$ cat src/rtl/writeback_arbiter.sv
// writeback_arbiter: arbitrates the EX_WB writeback port between ALU and multiplier and tracks pending multiplier destinations
module writeback_arbiter #(
  parameter int REG_ADDR_W = 3,
  parameter int DATA_W     = 8,
  parameter int MAX_WAIT   = 2
) (
  input  logic                     clk,
  input  logic                     rst_n,
  input  logic                     ALU_Valid,
  input  logic [REG_ADDR_W-1:0]    ALU_Rd,
  input  logic [DATA_W-1:0]        ALU_Result,
  output logic                     ALU_Ready,
  input  logic                     MUL_Valid,
  input  logic [REG_ADDR_W-1:0]    MUL_Rd,
  input  logic [DATA_W-1:0]        MUL_Result,
  output logic                     MUL_Ready,
  input  logic                     Issue_Mul,
  input  logic [REG_ADDR_W-1:0]    Issue_Mul_Rd,
  output logic [2**REG_ADDR_W-1:0] Pending_Mask,
  output logic                     EX_WB_RegWrite,
  output logic [REG_ADDR_W-1:0]    EX_WB_Write_Reg_Num,
  output logic [DATA_W-1:0]        EX_WB_Write_Data
);
  localparam int NREG = 2**REG_ADDR_W;
  localparam logic [2:0] MAX_W = 3'(MAX_WAIT);
  localparam logic [NREG-1:0] ONE = NREG'(1);
  logic [2:0] wait_cnt, wait_nxt;
  logic [NREG-1:0] mask_nxt;
  logic alu_win;
  // MUL has priority unless the ALU has been starved MAX_WAIT cycles
  always_comb begin
    alu_win   = ALU_Valid && (!MUL_Valid || wait_cnt == MAX_W);
    ALU_Ready = rst_n && alu_win;
    MUL_Ready = rst_n && MUL_Valid && !alu_win;
    wait_nxt  = (!ALU_Valid || ALU_Ready) ? 3'd0 : (wait_cnt == MAX_W ? wait_cnt : wait_cnt + 3'd1);
    mask_nxt  = (Pending_Mask & ~(MUL_Ready ? ONE << MUL_Rd : '0)) | (Issue_Mul ? ONE << Issue_Mul_Rd : '0);
  end
  always_ff @(posedge clk or negedge rst_n) begin
    if (!rst_n) begin
      wait_cnt            <= '0;
      Pending_Mask        <= '0;
      EX_WB_RegWrite      <= 1'b0;
      EX_WB_Write_Reg_Num <= '0;
      EX_WB_Write_Data    <= '0;
    end else begin
      wait_cnt       <= wait_nxt;
      Pending_Mask   <= mask_nxt;
      EX_WB_RegWrite <= ALU_Ready || MUL_Ready;
      if (ALU_Ready || MUL_Ready) begin
        EX_WB_Write_Reg_Num <= ALU_Ready ? ALU_Rd : MUL_Rd;
        EX_WB_Write_Data    <= ALU_Ready ? ALU_Result : MUL_Result;
      end
    end
  end
endmodule

$ cat config.mk
export PLATFORM = sky130hd
export DESIGN_NAME = writeback_arbiter
export DESIGN_NICKNAME = d
export VERILOG_FILES = /design/src/rtl/writeback_arbiter.sv
export SDC_FILE = /design/constraint.sdc
export NUM_CORES = 1
export LEC_CHECK = 0
export CAP_MARGIN = 20
export CORE_UTILIZATION = 37
export DETAILED_ROUTE_END_ITERATION = 7
export PLACE_DENSITY = 0.82
export SYNTH_ARGS = -nofsm -noshare
export SYNTH_HDL_FRONTEND = slang
export SYNTH_SLANG_ARGS = --single-unit
$ cat constraint.sdc
create_clock -name clk -period 1.5 [get_ports clk]
set_input_delay 0.15 -clock clk [delete_from_list [all_inputs] [get_ports clk]]
set_output_delay 0.15 -clock clk [all_outputs]
set_load 0.02 [all_outputs]
== Word level (Yosys, flattened, before mapping) ==
Cells that the tools add are included.

* Add/sub/neg operators: 1
* Equality and inequality tests: 2
* Shift operators: 2
* Muxes and demuxes: 6
* Bitwise gates (word level): 3
* Reductions and logical operators: 10

{| class="wikitable"
|+ Operators by type and width
! cell !! count
|-
| 2-to-1 mux 8 bit || 3
|-
| << shifter 1 x 3 -> 8 bit (first input constant) || 2
|-
| 2-to-1 mux 3 bit || 3
|-
| AND 8 bit || 1
|-
| NOT 8 bit || 1
|-
| bitwise OR 8 bit || 1
|-
| logical AND 1 bit || 4
|-
| adder 3 x 1 -> 3 bit (second input constant) || 1
|-
| == test 3 x 2 -> 1 bit (second input constant) || 1
|-
| zero test 1 bit || 3
|-
| logical OR 1 bit || 3
|-
| inequality test 2 bit (second input constant) || 1
|}

* Flip-flop bits (word level): 23
* Input bits: 30
* Logic and storage cells: 29

== Longest topological paths before layout ==
Gate-level depths: netlist of run 1.

* Depth after elaboration: 9
* Depth in mapped cells: 7
* Mapped depth without buffers: 6

== Least setup slack after synthesis of run 1 ==
Ideal clock, no wire load.

* Path type: reg2reg
* Start point: reg wait_cnt[0]
* End point: reg EX_WB_Write_Reg_Num[0]
* Arrival time: 1.361 ns
* Data required time: 1.374 ns
* Path slack: 0.013 ns
* Cell stages (with the launch flop): 8
* Buffers on the path: 1
* Period minus slack after synthesis: 1.487 ns
* Cells stage by stage: dfrtp_1 inv_1 ha_1 nand2b_2 a21o_1 buf_6 inv_4 a221o_1

{| class="wikitable"
|+ RTL lines
! item !! line !! text
|-
| start: declaration || 27 || <nowiki>logic [2:0] wait_cnt, wait_nxt;</nowiki>
|-
| start signal: assignment || 46 || <nowiki>wait_cnt <= wait_nxt;</nowiki>
|-
| == test 3 x 2 -> 1 bit (*) || 32 || <nowiki>alu_win = ALU_Valid && (!MUL_Valid || wait_cnt == MAX_W);</nowiki>
|-
| logical OR 1 bit (*) || 32 ||
|-
| logical AND 1 bit (*) || 32 ||
|-
| logical AND 1 bit (*) || 33 || <nowiki>ALU_Ready = rst_n && alu_win;</nowiki>
|-
| net ALU_Ready || 12 || <nowiki>output logic ALU_Ready,</nowiki>
|-
| 2-to-1 mux 3 bit or logical OR 1 bit (tied branches) || 50, 49 ||
|-
| end signal: assignment || 50 || <nowiki>EX_WB_Write_Reg_Num <= ALU_Ready ? ALU_Rd : MUL_Rd;</nowiki>
|-
| end: declaration || 21 || <nowiki>output logic [REG_ADDR_W-1:0] EX_WB_Write_Reg_Num,</nowiki>
|}

The timed path passes the listed nets; every way through them passes the cells marked *.
A chain may end at the register's enable or synchronous reset.

== Worst setup path after layout of run 1 ==
* Start point: reg wait_cnt[0]
* End point: out ALU_Ready

* Word-level cells in the longest chain between the ends: 4

{| class="wikitable"
|+ RTL lines
! item !! line
|-
| == test 3 x 2 -> 1 bit || 32
|-
| logical OR 1 bit || 32
|-
| logical AND 1 bit || 32
|-
| logical AND 1 bit || 33
|-
| end: declaration || 12
|}

Every way passes these cells.

==> results of run 1 <==
[power breakdown]
| group | internal (mW) | leakage (nW) | total, mW | switching [mW] |
|---|---|---|---|---|
| Clock | 0.0994 | 0.0177 | 0.285 | 0.185 |
| Combinational | 0.427 | 0.639 | 0.797 | 0.370 |
| Sequential | 0.704 | 0.260 | 0.761 | 0.0568 |
[sequential cells by signal, summed over array words and instances, names as in the netlist]
name                 count
EX_WB_RegWrite           1
EX_WB_Write_Data         8
EX_WB_Write_Reg_Num      3
Pending_Mask             8
wait_cnt                 3
[path summary, 6_finish.rpt]
check,from,endpoint
min in group clk,ALU_Result[4],EX_WB_Write_Data[4]$_DFFE_PN0P_
worst max-delay path,wait_cnt[0]$_DFFE_PN0P_,ALU_Ready
worst max register to register,wait_cnt[1]$_DFFE_PN0P_,EX_WB_Write_Reg_Num[2]$_DFFE_PN0P_
max in group asynchronous,rst_n,Pending_Mask[2]$_DFF_PN0_
worst min-delay path,rst_n,wait_cnt[2]$_DFFE_PN0P_
worst min register to register,EX_WB_Write_Data[4]$_DFFE_PN0P_,EX_WB_Write_Data[4]$_DFFE_PN0P_
[repair_timing]
| item | CTS | global route |
|---|---|---|
| endpoints found under the setup margin | 6 | 19 |
| buffers inserted | 2 | 1 |
| pin swaps | 2 | 2 |
| gates resized for setup | 16 | 19 |
[layout make-up]
| class | count | area [sq um] |
|---|---|---|
| Fill cell | 267 | 1100 |
| Tap cell | 44 | 55.1 |
| Multi-Input combinational cell | 73 | 556 |
| Clock buffer | 3 | 22.5 |
| Sequential cell | 23 | 576 |
| Timing Repair Buffer | 66 | 656 |
| Clock inverter | 1 | 5.00 |
| Inverter | 22 | 85.1 |
[synth_stat cells (all sizes together), types with 2 or more instances]
cell type / number
a21oi: 3
a221o: 3
a32oi: 3
and2: 2
and4b: 3
buf: 2
clkbuf: 4
dfrtp: 23
ha: 2
inv: 22
nand2: 13
nand2b: 3
nand3b: 2
nor2: 3
o2111ai: 8
o211ai: 11
o21ai: 8
[layer usage]
metal / up-vias / GRT usage / wire length [um]
met4: 0 / 0.0986 / 67
met3: 6 / 0.0396 / 165
met5: - / 0 / 0
met2: 45 / 0.403 / 1700
met1: 575 / 0.233 / 1410
li1: 573 / - / -
[metrics by stage]
step	total power [mW]	setup slack (ns)
after CTS	1.77	-0.0442
after global routing	1.96	-0.0807
after detailed placement	1.45	-0.238
after global placement	1.42	-0.235
final	1.84	-0.00145
after floorplan	1.09	0.0129
[logic make-up after synthesis]
logic type                 synth area share
AOI/OAI and AO/OA                     0.241
buffers and inverters                0.0977
DFF                                   0.483
and+or+nand+nor                       0.158
adders and majority gates            0.0210
[worst max-delay path, stage by stage (launching register included)]
cell and delay (ns):
dfrtp_1 0.41, inv_2 0.07, ha_4 0.15, nand2b_4 0.05
a21o_1 0.21, inv_4 0.06, buf_6 0.10
==> results.toml, run 1 <==
[run_status]
outcome = "finished with violations"
violations = "setup timing"

[synthesis]
netlist_area_sq_um = 1190
syn_area_per_cell_sq_um = 9.61
async_flop_share = 1.00
synth_seq_cells = 23
synthCells = 124
synth_top_area_share = 0.483
synth_nets = 156
synth_flop_cell = "dfrtp_1"
synth-edff-count = 0
seq_area_frac_synth = 0.483
yosys_warnings = 0
synth_cell_type_count = 29
yosysTopAreaCell = "dfrtp_1"
ys_top_cells_by_area = "dfrtp_1, o211ai_1, inv_1"

[clock_network]
cts_buffers = 3
cts-root-buf = "clkbuf_4"
cts_tree = "yes"
clk_path_buf_depth = 2
clk_pin_slew_ns = 0.13
htree_levels = 1
clk-insertion-delay-late_ns = 0.30
postCtsHoldBufs = 0
cts.sinks = 23

[timing]
worst_pin_slew_ns = 0.446
skew_ns = 0.00453
tns_ns = -0.00145
holdWs_ns = 0.252
setup_slack_ns = -0.00145
slew_headroom = 0.703
layout_min_cycle_time_ns = 1.50
finalHoldViolCount = 0
setup_viol_count_final = 1
drv_slew = 0
finalCritPeriodShare = 1.00
fmax_mhz = 666
rsz0062_at_grt = "true"

[floorplanning]
start_util = 0.390
io_pins = 52
die_w_um = 58.7
core_sq_um = 3050
die_area_sq_um = 3450
die_h_um = 58.7
row_count = 20

[placed_design]
placed_area_sq_um = 1820
hpwl_um = 2460
portBuffers = 51
dpl.cell_count = 225
finalWeightedCongestion = 0.843

[route]
routed_wl_um = 3340
drc = 0
drtIter0Drc = 25
drt.antenna.violating_nets = 0
drtPass1Iterations = 4
vias = 1199
via_per_inst = 5.17
wl_per_cell_um = 14.4

[layout]
drive_gt1_frac = 0.165
final_cell_mix = "clkdlybuf4s50_1, dfrtp_1, inv_1"
fin_nets = 221
design_area_sq_um = 1950
final_common_cell = "clkdlybuf4s50_1"
fin_cells = 232
synthToLayoutAreaGrowth_pct = 64.1
n_antenna_cell = 0
fin_util = 0.640

[worst_setup_path]
worstSetupPathType = "flip-flop to output port"
worst_setup_path_start_kind = "flip-flop"
r2r_slack_ns = -0.001
path_max_fanout = 3
endpoint_kind = "output port"
worstRegToRegCells = 6
worstPathRequired_ns = 1.35
crit_arrival_ns = 1.35

[grt]
grt_max_degree = 19
antenna_found_initial = 0
grt_pass1_wl_um = 5640
grtUsageTotal = 0.215
grt_pass1_vias = 1332
overflow = 0

[pwr]
worst_ir_drop_vdd_v = 0.000498
p_leak_nw = 0.916
power_density_nw_per_um2 = 943

[flow_run]
maxCapViolCount = 0

[worst_hold_path]
hold_class = "input port to asynchronous set/reset pin"
(Power assumes the default switching activity.)
==> run 2: changes to the inputs <==
==> constraint.sdc (replaced) <==
create_clock -name clk -period 1.5 [get_ports clk]
set_input_delay 0.15 -clock clk [delete_from_list [all_inputs] [get_ports clk]]
set_output_delay 0.15 -clock clk [all_outputs]
set_load 0.01 [all_outputs]
==> run 2 against run 1 <==
Compared with the run above:
- the flow still finishes with violations (setup timing)
- sequential power hardly changed
- fmax down 0.49%
- final cell count increased by 1.3%
- core utilization down 0.41 points
- combinational power down 5.6%
- clock skew about the same
- critical path depth fell by 1
- setup slack worse by 0.0074 ns
==> results.toml, run 2 (same netlist as run 1, synthesis figures left out) <==
[route]
wl_per_cell_um = 14.8
drt.antenna.violating_nets = 0
drtIter0Drc = 35
drc = 0
drtPass1Iterations = 4
routed_wl_um = 3480
vias = 1215
via_per_inst = 5.17

[timing]
finalCritPeriodShare = 1.01
drv_slew = 0
tns_ns = -0.00883
fmax_mhz = 663
setup_viol_count_final = 1
rsz0062_at_grt = "true"
layout_min_cycle_time_ns = 1.51
finalHoldViolCount = 0
setup_slack_ns = -0.00883
slew_headroom = 0.732
worst_pin_slew_ns = 0.398
skew_ns = 0.00497

[layout]
synthToLayoutAreaGrowth_pct = 63.0
top_regs = "EX_WB_Write_Data (8), Pending_Mask (8)"
final_common_cell = "clkdlybuf4s50_1"
drive_gt1_frac = 0.168
nFillCells = 283
final_cell_mix = "clkdlybuf4s50_1, dfrtp_1, inv_1"
n_antenna_cell = 0
fin_util = 0.636
fin_nets = 224

[clock_network]
cts_tree = "yes"
cts.sinks = 23
clk-insertion-delay-late_ns = 0.31
htree_levels = 1
cts_buffers = 3
clk_path_buf_depth = 2
cts-root-buf = "clkbuf_4"
clk_pin_slew_ns = 0.13

[grt]
grt_max_degree = 17
antenna_found_initial = 0
grt_pass1_vias = 1301
grt_pass1_wl_um = 5610
overflow = 0
grtUsageTotal = 0.213

[floorplanning]
die_w_um = 58.7
core_sq_um = 3050
start_util = 0.390
row_count = 20
die_area_sq_um = 3450
die_h_um = 58.7
io_pins = 52

[worst_setup_path]
r2r-start = "wait_cnt[0]$_DFFE_PN0P_"
r2r-end = "EX_WB_Write_Reg_Num[1]$_DFFE_PN0P_"
path_cells = "inv_2, ha_4, nand3b_1, and3_4, buf_6"
crit_path_max_incr_delay_ns = 0.41
worst_setup_path_start_kind = "flip-flop"
worstRegToRegCells = 6
worstPathRequired_ns = 1.35
path_max_fanout = 3
critPathSlowestCell = "dfrtp_1"
r2r_slack_ns = 0.04
worstSetupPathType = "flip-flop to output port"
endpoint_kind = "output port"
crit_arrival_ns = 1.36

[pwr]
worst_ir_drop_vdd_v = 0.000458
power_density_nw_per_um2 = 929
p_leak_nw = 0.882

[run_status]
outcome = "finished with violations"
violations = "setup timing"

[placed_design]
finalWeightedCongestion = 0.836
hpwl_um = 2640
dp_slack_ns = -0.188
portBuffers = 51

[worst_hold_path]
hold_class = "input port to asynchronous set/reset pin"

[flow_run]
maxCapViolCount = 0
[run 2: cell count changes in the layout (fill, tap and decap cells not counted), sizes merged]
cell           delta
buf               +3
clkdlybuf4s50    +12
dlymetal6s2s     -12
[run 2: critical path, delay by kind of cell, from the launching register on]
family	cells	cell delay (ns)
flops	1	0.41
fa+ha+maj	1	0.15
buf+inv	2	0.18
simple gates	2	0.31
[run 2: layer usage]
layer  part of all wire  vias up  track usage
met3              0.057        2       0.0396
met5                  0        -            0
met2               0.55       46        0.409
met1               0.39      583        0.230
li1                   -      584            -
met4             0.0077        0       0.0748
[run 2: how the worst max path moves through the flow]
stage                     cells after the start  slack (ns)                            endpoint                    start
after global placement                        4       -0.16                           MUL_Ready                    rst_n
after global routing                          6       -0.08                           ALU_Ready  wait_cnt[0]$_DFFE_PN0P_
after CTS                                     5       -0.03                           MUL_Ready  wait_cnt[0]$_DFFE_PN0P_
after floorplan                               7        0.03  EX_WB_Write_Reg_Num[2]$_DFFE_PN0P_  wait_cnt[0]$_DFFE_PN0P_
final                                         5      -0.009                           MUL_Ready  wait_cnt[0]$_DFFE_PN0P_
after detailed placement                      4       -0.19                           MUL_Ready                    rst_n
[run 2: area by class of cell]
| type | count | area (sq um) | share of cell area |
|---|---|---|---|
| well taps | 44 | 55.1 | 0.0284 |
| clock buffers | 3 | 22.5 | 0.0116 |
| flip-flops and latches | 23 | 576 | 0.296 |
| clock inverters | 1 | 5.00 | 0.00258 |
| multi-input cells | 73 | 543 | 0.280 |
| inverters | 22 | 85.1 | 0.0438 |
| repair buffers | 69 | 656 | 0.338 |
[run 2: what timing repair did]
item                       in CTS  in global routing
pin swaps                       2                  8
hold buffers                    0                  0
hold endpoints to repair        0                  0
buffers inserted                3                  0
setup endpoints to repair       6                 19
gates resized for setup        11                 11
[run 2: per-stage QoR]
step	power (mW)	area (sq um)	std cells	hold WS, ns
after global routing	1.90	1940	235	0.177
after CTS	1.72	1890	235	0.169
after detailed placement	1.41	1840	228	0.501
final	1.80	1940	235	0.182
after global placement	1.37	1840	228	0.498
after floorplan	1.04	1190	124	-0.146
[run 2: power by group]
part	internal (mW)	switching, mW
logic	0.429	0.323
clock network	0.0995	0.191
registers	0.705	0.0573
total	1.23	0.571
==> run 3: changes to the inputs <==
--- a/config.mk
+++ b/config.mk
@@ -6,9 +6,10 @@
 export NUM_CORES = 1
 export LEC_CHECK = 0
 export CAP_MARGIN = 20
-export CORE_UTILIZATION = 37
+export CORE_UTILIZATION = 39
+export CTS_BUF_LIST = sky130_fd_sc_hd__clkbuf_8
 export DETAILED_ROUTE_END_ITERATION = 7
-export PLACE_DENSITY = 0.82
+export PLACE_DENSITY = 0.85
 export SYNTH_ARGS = -nofsm -noshare
 export SYNTH_HDL_FRONTEND = slang
 export SYNTH_SLANG_ARGS = --single-unit
==> run 3 against run 2 <==
Compared with the run above:
- the flow finishes with violations (DRC)
- flip-flop and latch count unchanged
- via count about the same
- final area shrank 0.45%
- sequential share of layout area up 0.13 points
- fmax increased by 3.3%
- global-route usage shrank 0.58 points
- setup slack better by 0.048 ns
- non-clock buffer count down 1
- register-to-register slack barely moved
- clock skew shrank 0.0013 ns
- first-iteration DRC count rose by 54%
- critical path type is now flip-flop to flip-flop
- largest cell class unchanged
==> results.toml, run 3 (same netlist as run 1, synthesis figures left out) <==
[run_status]
outcome = "finished with violations"
violations = "DRC"

[timing]
holdWs_ns = 0.308
setup_viol_count_final = 0
skew_ns = 0.00363
worst_pin_slew_ns = 0.368
finalHoldViolCount = 0
drv_slew = 0
slew_headroom = 0.754
fmax_mhz = 685
finalCritPeriodShare = 0.974
rsz0062_at_grt = "true"
layout_min_cycle_time_ns = 1.46

[layout]
fin_nets = 223
final_common_cell = "clkdlybuf4s50_1"
design_area_sq_um = 1930
final_cell_mix = "clkdlybuf4s50_1, dfrtp_1, inv_1"
nFillCells = 245
synthToLayoutAreaGrowth_pct = 62.3
fin_util = 0.683
drive_gt1_frac = 0.153
n_antenna_cell = 0
top_regs = "EX_WB_Write_Data (8), Pending_Mask (8)"
fin_cells = 221

[clock_network]
cts.sinks = 23
clk_pin_slew_ns = 0.08
clk_path_buf_depth = 2
postCtsHoldBufs = 0
clk-insertion-delay-late_ns = 0.26
cts_buffers = 3
cts_tree = "yes"
htree_levels = 1
cts-root-buf = "clkbuf_8"

[worst_setup_path]
crit_start = "wait_cnt[0]$_DFFE_PN0P_"
worstSetupPathType = "flip-flop to flip-flop"
r2r-start = "wait_cnt[0]$_DFFE_PN0P_"
r2r_slack_ns = 0.04
worstRegToRegCells = 6
path_cells = "inv_2, ha_4, nand3b_1, and3_4, buf_6, a221o_1"
critPathSlowestCell = "dfrtp_1"
crit_path_max_incr_delay_ns = 0.39
worstPathRequired_ns = 1.64
path_buf_inv = 2
setup.worst_path.end = "EX_WB_Write_Reg_Num[1]$_DFFE_PN0P_"
r2r-end = "EX_WB_Write_Reg_Num[1]$_DFFE_PN0P_"
path_max_fanout = 3
endpoint_kind = "flip-flop"
crit_arrival_ns = 1.60
worst_setup_path_start_kind = "flip-flop"
crit_cells = 6
crit_family = "flip-flops"

[flow_run]
maxCapViolCount = 0

[placed_design]
placed_area_sq_um = 1820
dpl.cell_count = 215
hpwl_um = 2540
portBuffers = 51
finalWeightedCongestion = 0.819

[route]
via_per_inst = 5.49
drc = 5
drt.antenna.violating_nets = 0
routed_wl_um = 3190
vias = 1214
drtPass1Iterations = 8
wl_per_cell_um = 14.4
drtIter0Drc = 54

[pwr]
seqPwrFrac = 0.410
pwr-share-comb = 0.392
p_leak_nw = 0.886
p_switching_mw = 0.549
sw_frac_of_total = 0.295
power_density_nw_per_um2 = 963
power.internal_mw = 1.31
worst_ir_drop_vdd_v = 0.000581
clkPwrFrac = 0.198

[floorplanning]
die_area_sq_um = 3280
core_sq_um = 2830
io_pins = 52
die_h_um = 57.3
die_w_um = 57.3
start_util = 0.421
row_count = 19

[grt]
grt_max_degree = 18
grt_pass1_wl_um = 5200
grtUsageTotal = 0.207
overflow = 0
antenna_found_initial = 0
grt_pass1_vias = 1213

[worst_hold_path]
hold_class = "input port to asynchronous set/reset pin"
## run 3: changes by cell type in the layout (fill, tap and decap cells not counted), sizes merged
cell	change
inv	+1
buf	-1
clkinv	-1
## run 3: power groups by stage
stage               Clock [mW]  Sequential (mW)  Combinational [mW]
floorplan                    0            0.795               0.247
global placement             0            0.762               0.611
detailed placement           0            0.767               0.637
CTS                      0.382            0.759               0.657
global route             0.411            0.773               0.793
finish                   0.369            0.764               0.729
## run 3: final cells by class
type	instances	area [sq um]	area share
clock inverter	1	3.75	0.00194
inverter	22	85.1	0.0440
multi-input combinational	73	537	0.278
tap	31	38.8	0.0201
sequential	23	576	0.298
clock buffer	3	41.3	0.0214
timing repair buffer	68	652	0.337
## run 3: layer usage
metal | global-route usage | wire [um] | vias up
li1 | - | - | 581
met1 | 0.247 | 1300 | 581
met2 | 0.370 | 1630 | 50
met3 | 0.0522 | 245 | 2
met4 | 0.0592 | 19 | 0
met5 | 0 | 0 | -
## run 3: timing repair
item / 4_1_cts / 5_1_grt
endpoints found under the setup margin: 6 / 11
buffers inserted: 1 / 1
gates resized for setup: 14 / 6
pin swaps: 2 / 4
## run 3: worst min-delay path by stage
stage	slack [ns]	cells after the start	to
floorplan	-0.15	0	EX_WB_RegWrite$_DFF_PN0_
global placement	0.50	1	EX_WB_Write_Reg_Num[2]$_DFFE_PN0P_
detailed placement	0.51	2	EX_WB_Write_Data[7]$_DFFE_PN0P_
CTS	0.30	2	Pending_Mask[4]$_DFF_PN0_
global route	0.34	2	Pending_Mask[4]$_DFF_PN0_
finish	0.31	2	Pending_Mask[4]$_DFF_PN0_
## run 3: through the flow
stage	power, mW	worst slack, ns	setup TNS, ns
2_1_floorplan	1.04	0.0261	0
3_3_place_gp	1.37	-0.157	-0.474
3_5_place_dp	1.40	-0.156	-1.24
4_1_cts	1.80	-0.00361	-0.00361
5_1_grt	1.98	-0.0217	-0.0358
6_report	1.86	0.0392	0
## run 3: worst register-to-register path: stages (launching register included)
cell and delay (ns):
dfrtp_1 0.39, inv_2 0.08, ha_4 0.15, nand3b_1 0.10, and3_4 0.21, buf_6 0.11
a221o_1 0.30
==> edit 1, RTL diff (settings of run 2) <==
Take the reset off `Pending_Mask` and load it in a clocked block of its own.
--- a/src/rtl/writeback_arbiter.sv
+++ b/src/rtl/writeback_arbiter.sv
@@ -38,13 +38,11 @@
   always_ff @(posedge clk or negedge rst_n) begin
     if (!rst_n) begin
       wait_cnt            <= '0;
-      Pending_Mask        <= '0;
       EX_WB_RegWrite      <= 1'b0;
       EX_WB_Write_Reg_Num <= '0;
       EX_WB_Write_Data    <= '0;
     end else begin
       wait_cnt       <= wait_nxt;
-      Pending_Mask   <= mask_nxt;
       EX_WB_RegWrite <= ALU_Ready || MUL_Ready;
       if (ALU_Ready || MUL_Ready) begin
         EX_WB_Write_Reg_Num <= ALU_Ready ? ALU_Rd : MUL_Rd;
@@ -52,5 +50,9 @@
       end
     end
   end
+
+  always_ff @(posedge clk) begin
+    Pending_Mask <= mask_nxt;
+  end
 endmodule
 
Function: changed (Yosys sat finds a counterexample within 4 cycles, from zero or initial values and one cycle with rst_n low).
==> edit 1 against run 2 <==
- area after synthesis shrank 3.4%
- the run ends with design-rule violations, negative setup slack left
- setup slack better by 3.9 ps
- sequential cell count unchanged
- synthesized cell count unchanged
- global-route usage down 1.2 points
- total power shrank 1.3%
- clock skew rose by 2.3 ps
- largest cell class unchanged
- sequential share of layout area down 1.1 points
- design area is 3.5% lower
- wire length fell by 9.5%
==> edit 1: results <==
set metrics [dict create \
    status "finished, violations left" \
    violations "design-rule violations, negative setup slack" \
    io_buffer_count 51 \
    p_leak_nw 0.866 \
    synthesis.nets 156 \
    nNetsFinal 223 \
    grtUsageTotal_pct 20.1 \
    async_flop_share_pct 65.2 \
    drc 5 \
    synth_cell_types 30 \
    num-fill-cells 241 \
    grt_first_pass_wirelength_mm 5.20 \
    yosys-top-cells-count "inv_1, dfrtp_1, nand2_1" \
    crit_slowest_cell "dfrtp_1" \
    worstPathMaxFanout 3 \
    reg2reg_to "EX_WB_Write_Reg_Num[2]$_DFFE_PN0P_" \
    via_per_inst 5.46 \
    pre_cts_ws_ps -148 \
    first_iter_violations 49 \
    hp-class "input port to asynchronous set/reset pin" \
    netlist_top_cells_area "dfrtp_1, dfxtp_1, o211ai_1" \
    rr_startpoint "wait_cnt[1]$_DFFE_PN0P_" \
    slew_headroom_pct 71.8 \
    grt_max_degree 18 \
    ir_drop_v 0.000454 \
    endpoint "ALU_Ready" \
    cts_buffers 3 \
    wire_per_inst_um 14.3 \
    ys_seq_area_share_pct 46.5 \
    cp-startpoint "wait_cnt[0]$_DFFE_PN0P_" \
    grt_pass1_vias 1187 \
    worst_slack_ps -4.96 \
    fin_skew_ps 7.31 \
    drtPass1Iterations 6 \
    dp_hpwl_mm 2.45 \
    drive_gt1_share_pct 16.3 \
    finalWirelength_mm 3.15 \
    setup_viol 1 \
    place_congestion 0.858 \
]
## edit 1: repair_timing
| item | 4_1_cts | 5_1_grt |
|---|---|---|
| buffers inserted | 1 | 2 |
| endpoints found under the setup margin | 6 | 6 |
| hold endpoints to repair | 0 | 0 |
| pin swaps | 4 | 2 |
| gates resized for setup | 15 | 5 |
## edit 1: how the worst min path moves through the flow
| stage | start | end | slack [ps] | cells past startpoint |
|---|---|---|---|---|
| 2_1_floorplan | rst_n | EX_WB_RegWrite$_DFF_PN0_ | -150 | 0 |
| 3_3_place_gp | Pending_Mask[3]$_DFF_P_ | Pending_Mask[3]$_DFF_P_ | 470 | 2 |
| 3_5_place_dp | Pending_Mask[5]$_DFF_P_ | Pending_Mask[5]$_DFF_P_ | 490 | 2 |
| 4_1_cts | rst_n | EX_WB_Write_Data[1]$_DFFE_PN0P_ | 190 | 2 |
| 5_1_grt | rst_n | EX_WB_Write_Data[2]$_DFFE_PN0P_ | 200 | 2 |
| 6_report | rst_n | EX_WB_Write_Data[1]$_DFFE_PN0P_ | 200 | 2 |
## edit 1: cells by family (layout without fill, tap and decap cells)
family          after synthesis  count (layout)  synth area share, %
simple gates                 33              33                 16.3
flops                        23              23                 46.5
fa+ha+maj                     2               2                 2.17
buf+inv                      28              94                 10.1
compound gates               38              38                 24.9
## edit 1: layer usage
| layer | vias up | GRT usage (%) | part of all wire [%] |
|---|---|---|---|
| li1 | 583 | - | - |
| met2 | 50 | 36.4 | 50 |
| met4 | 0 | 5.10 | 0.41 |
| met3 | 2 | 5.13 | 8.6 |
| met1 | 571 | 23.9 | 41 |
| met5 | - | 0 | 0 |
## edit 1: worst register-to-register path, cell delays in order (launching register included)
cell	delay, ps
dfrtp_1	450
ha_4	200
nand2b_4	60
a21o_1	170
inv_4	50
buf_6	130
a221o_1	340
## edit 1: area by class of cell
class	count	area share, %
timing repair buffer	68	34.4
inverter	22	4.54
tap	31	2.07
clock inverter	1	0.267
multi-input combinational	73	29.0
sequential	23	28.6
clock buffer	3	1.20
## edit 1: where the power goes
part	leakage [nW]	switching, mW	internal [mW]
clock	0.0177	0.189	0.0995
sequential	0.253	0.0607	0.702
combinational	0.596	0.307	0.423
## edit 1: metrics by stage
stage / cell area [um^2] / hold WS [ps] / power (mW) / setup TNS, ps / util [%]
CTS: 1840 / 189 / 1.76 / -15.9 / 64.5
floorplan: 1150 / -146 / 1.04 / 0 / -
global placement: 1780 / 472 / 1.37 / -349 / 62.5
global route: 1870 / 201 / 1.89 / -190 / 65.7
finish: 1870 / 195 / 1.78 / -4.96 / 65.7
detailed placement: 1780 / 488 / 1.40 / -429 / 62.5
==> edit 2, RTL diff (settings of run 2) <==
Made on the original files. The parameter `REG_ADDR_W` goes from 3 to 5.
--- a/src/rtl/writeback_arbiter.sv
+++ b/src/rtl/writeback_arbiter.sv
@@ -1,6 +1,6 @@
 // writeback_arbiter: arbitrates the EX_WB writeback port between ALU and multiplier and tracks pending multiplier destinations
 module writeback_arbiter #(
-  parameter int REG_ADDR_W = 3,
+  parameter int REG_ADDR_W = 5,
   parameter int DATA_W     = 8,
   parameter int MAX_WAIT   = 2
 ) (
Ports: changed (5 resized); port bits go from 52 to 84. No check against the original RTL was run, so the function may have changed too.
==> edit 2 against run 2 <==
- the run ends with design-rule violations, negative setup slack left
- via count is 95% higher
- wire length is 110% higher
- clock skew is 6.5 ps higher
- area after synthesis is 110% higher
- design area is 90% higher
- sequential cell count is 26 higher
- setup slack worse by 31 ps
- total power is 92% higher
==> edit 2: results <==
set metrics [dict create \
    slew_headroom_pct 71.6 \
    postPlaceCellArea_um2 3520 \
    drtPass1Iterations 8 \
    dp_cells 425 \
    cts_buffers 5 \
    setup_viol 18 \
    grtUsageTotal_pct 21.3 \
    p_leak_nw 1.63 \
    crit_path_max_incr_delay_ps 390 \
    root_buffer "clkbuf_8" \
    grt_first_pass_wirelength_mm 11.8 \
    io_buffer_count 83 \
    holdWs_ps 396 \
    arrival_ps 1710 \
    final_cells 436 \
    endpoint "Pending_Mask[18]$_DFF_PN0_" \
    ys_seq_area_share_pct 49.2 \
    pre_cts_ws_ps -174 \
    drive_gt1_share_pct 13.1 \
    first_iter_violations 155 \
    drc 28 \
    violations "design-rule violations, negative setup slack" \
    reg_top3 "Pending_Mask x32, EX_WB_Write_Data x8, EX_WB_Write_Reg_Num x5" \
    endpoint_kind "flop" \
    place_congestion 0.840 \
    synth_cell_types 34 \
    worstPathMaxFanout 17 \
    status "finished, violations left" \
    grt_max_degree 24 \
    worst_slack_ps -39.9 \
    finalSetupTns_ps -411 \
]
==> edit 2: cell types whose count changed after synthesis, sizes merged, moves of 8 or more <==
| cell | change |
|---|---|
| o21ai | +25 |
| dfrtp | +26 |
| and2 | +10 |
| o2111ai | -8 |
| inv | +14 |
| nand3 | +8 |
| a221o | +10 |
| nand2 | +15 |
| o211ai | +21 |
==> edit 2: per-layer routing <==
metal / track usage, % / vias up / share of wire [%]
li1: - / 1107 / -
met1: 29.4 / 1142 / 44
met2: 32.9 / 120 / 46
met3: 5.04 / 6 / 9.8
met4: 6.90 / 0 / 0.61
met5: 0 / - / 0
==> edit 2: what timing repair did <==
item / 4_1_cts / 5_1_grt
endpoints found under the setup margin: 33 / 44
setup buffers: 0 / 2
gates cloned: 0 / 0
pin swaps: 0 / 1
hold endpoints to repair: 49 / 0
hold buffers: 1 / 0
resized for setup: 13 / 2
==> edit 2: power breakdown <==
group / internal, mW / total (mW) / switching, mW / leakage (nW)
logic: 0.554 / 0.988 / 0.434 / 1.07
registers: 1.43 / 1.49 / 0.0672 / 0.494
clock network: 0.544 / 0.980 / 0.436 / 0.0585
==> edit 2: cell families after synthesis <==
kind of cell | Yosys count | synth area share (%)
DFF | 49 | 49.2
AOI/OAI and AO/OA | 81 | 22.6
xor gates and xnor gates | 1 | 0.351
and+or+nand+nor | 77 | 18.9
buffers and inverters | 47 | 7.98
adders and majority gates | 2 | 1.00
==> edit 2: layout make-up <==
cell class	count	area, um^2
Fill cell	552	2740
Sequential cell	49	1230
Clock inverter	1	30.0
Tap cell	77	96.3
Timing Repair Buffer	105	1020
Inverter	36	135
Clock buffer	7	86.3
Multi-Input combinational cell	161	1090
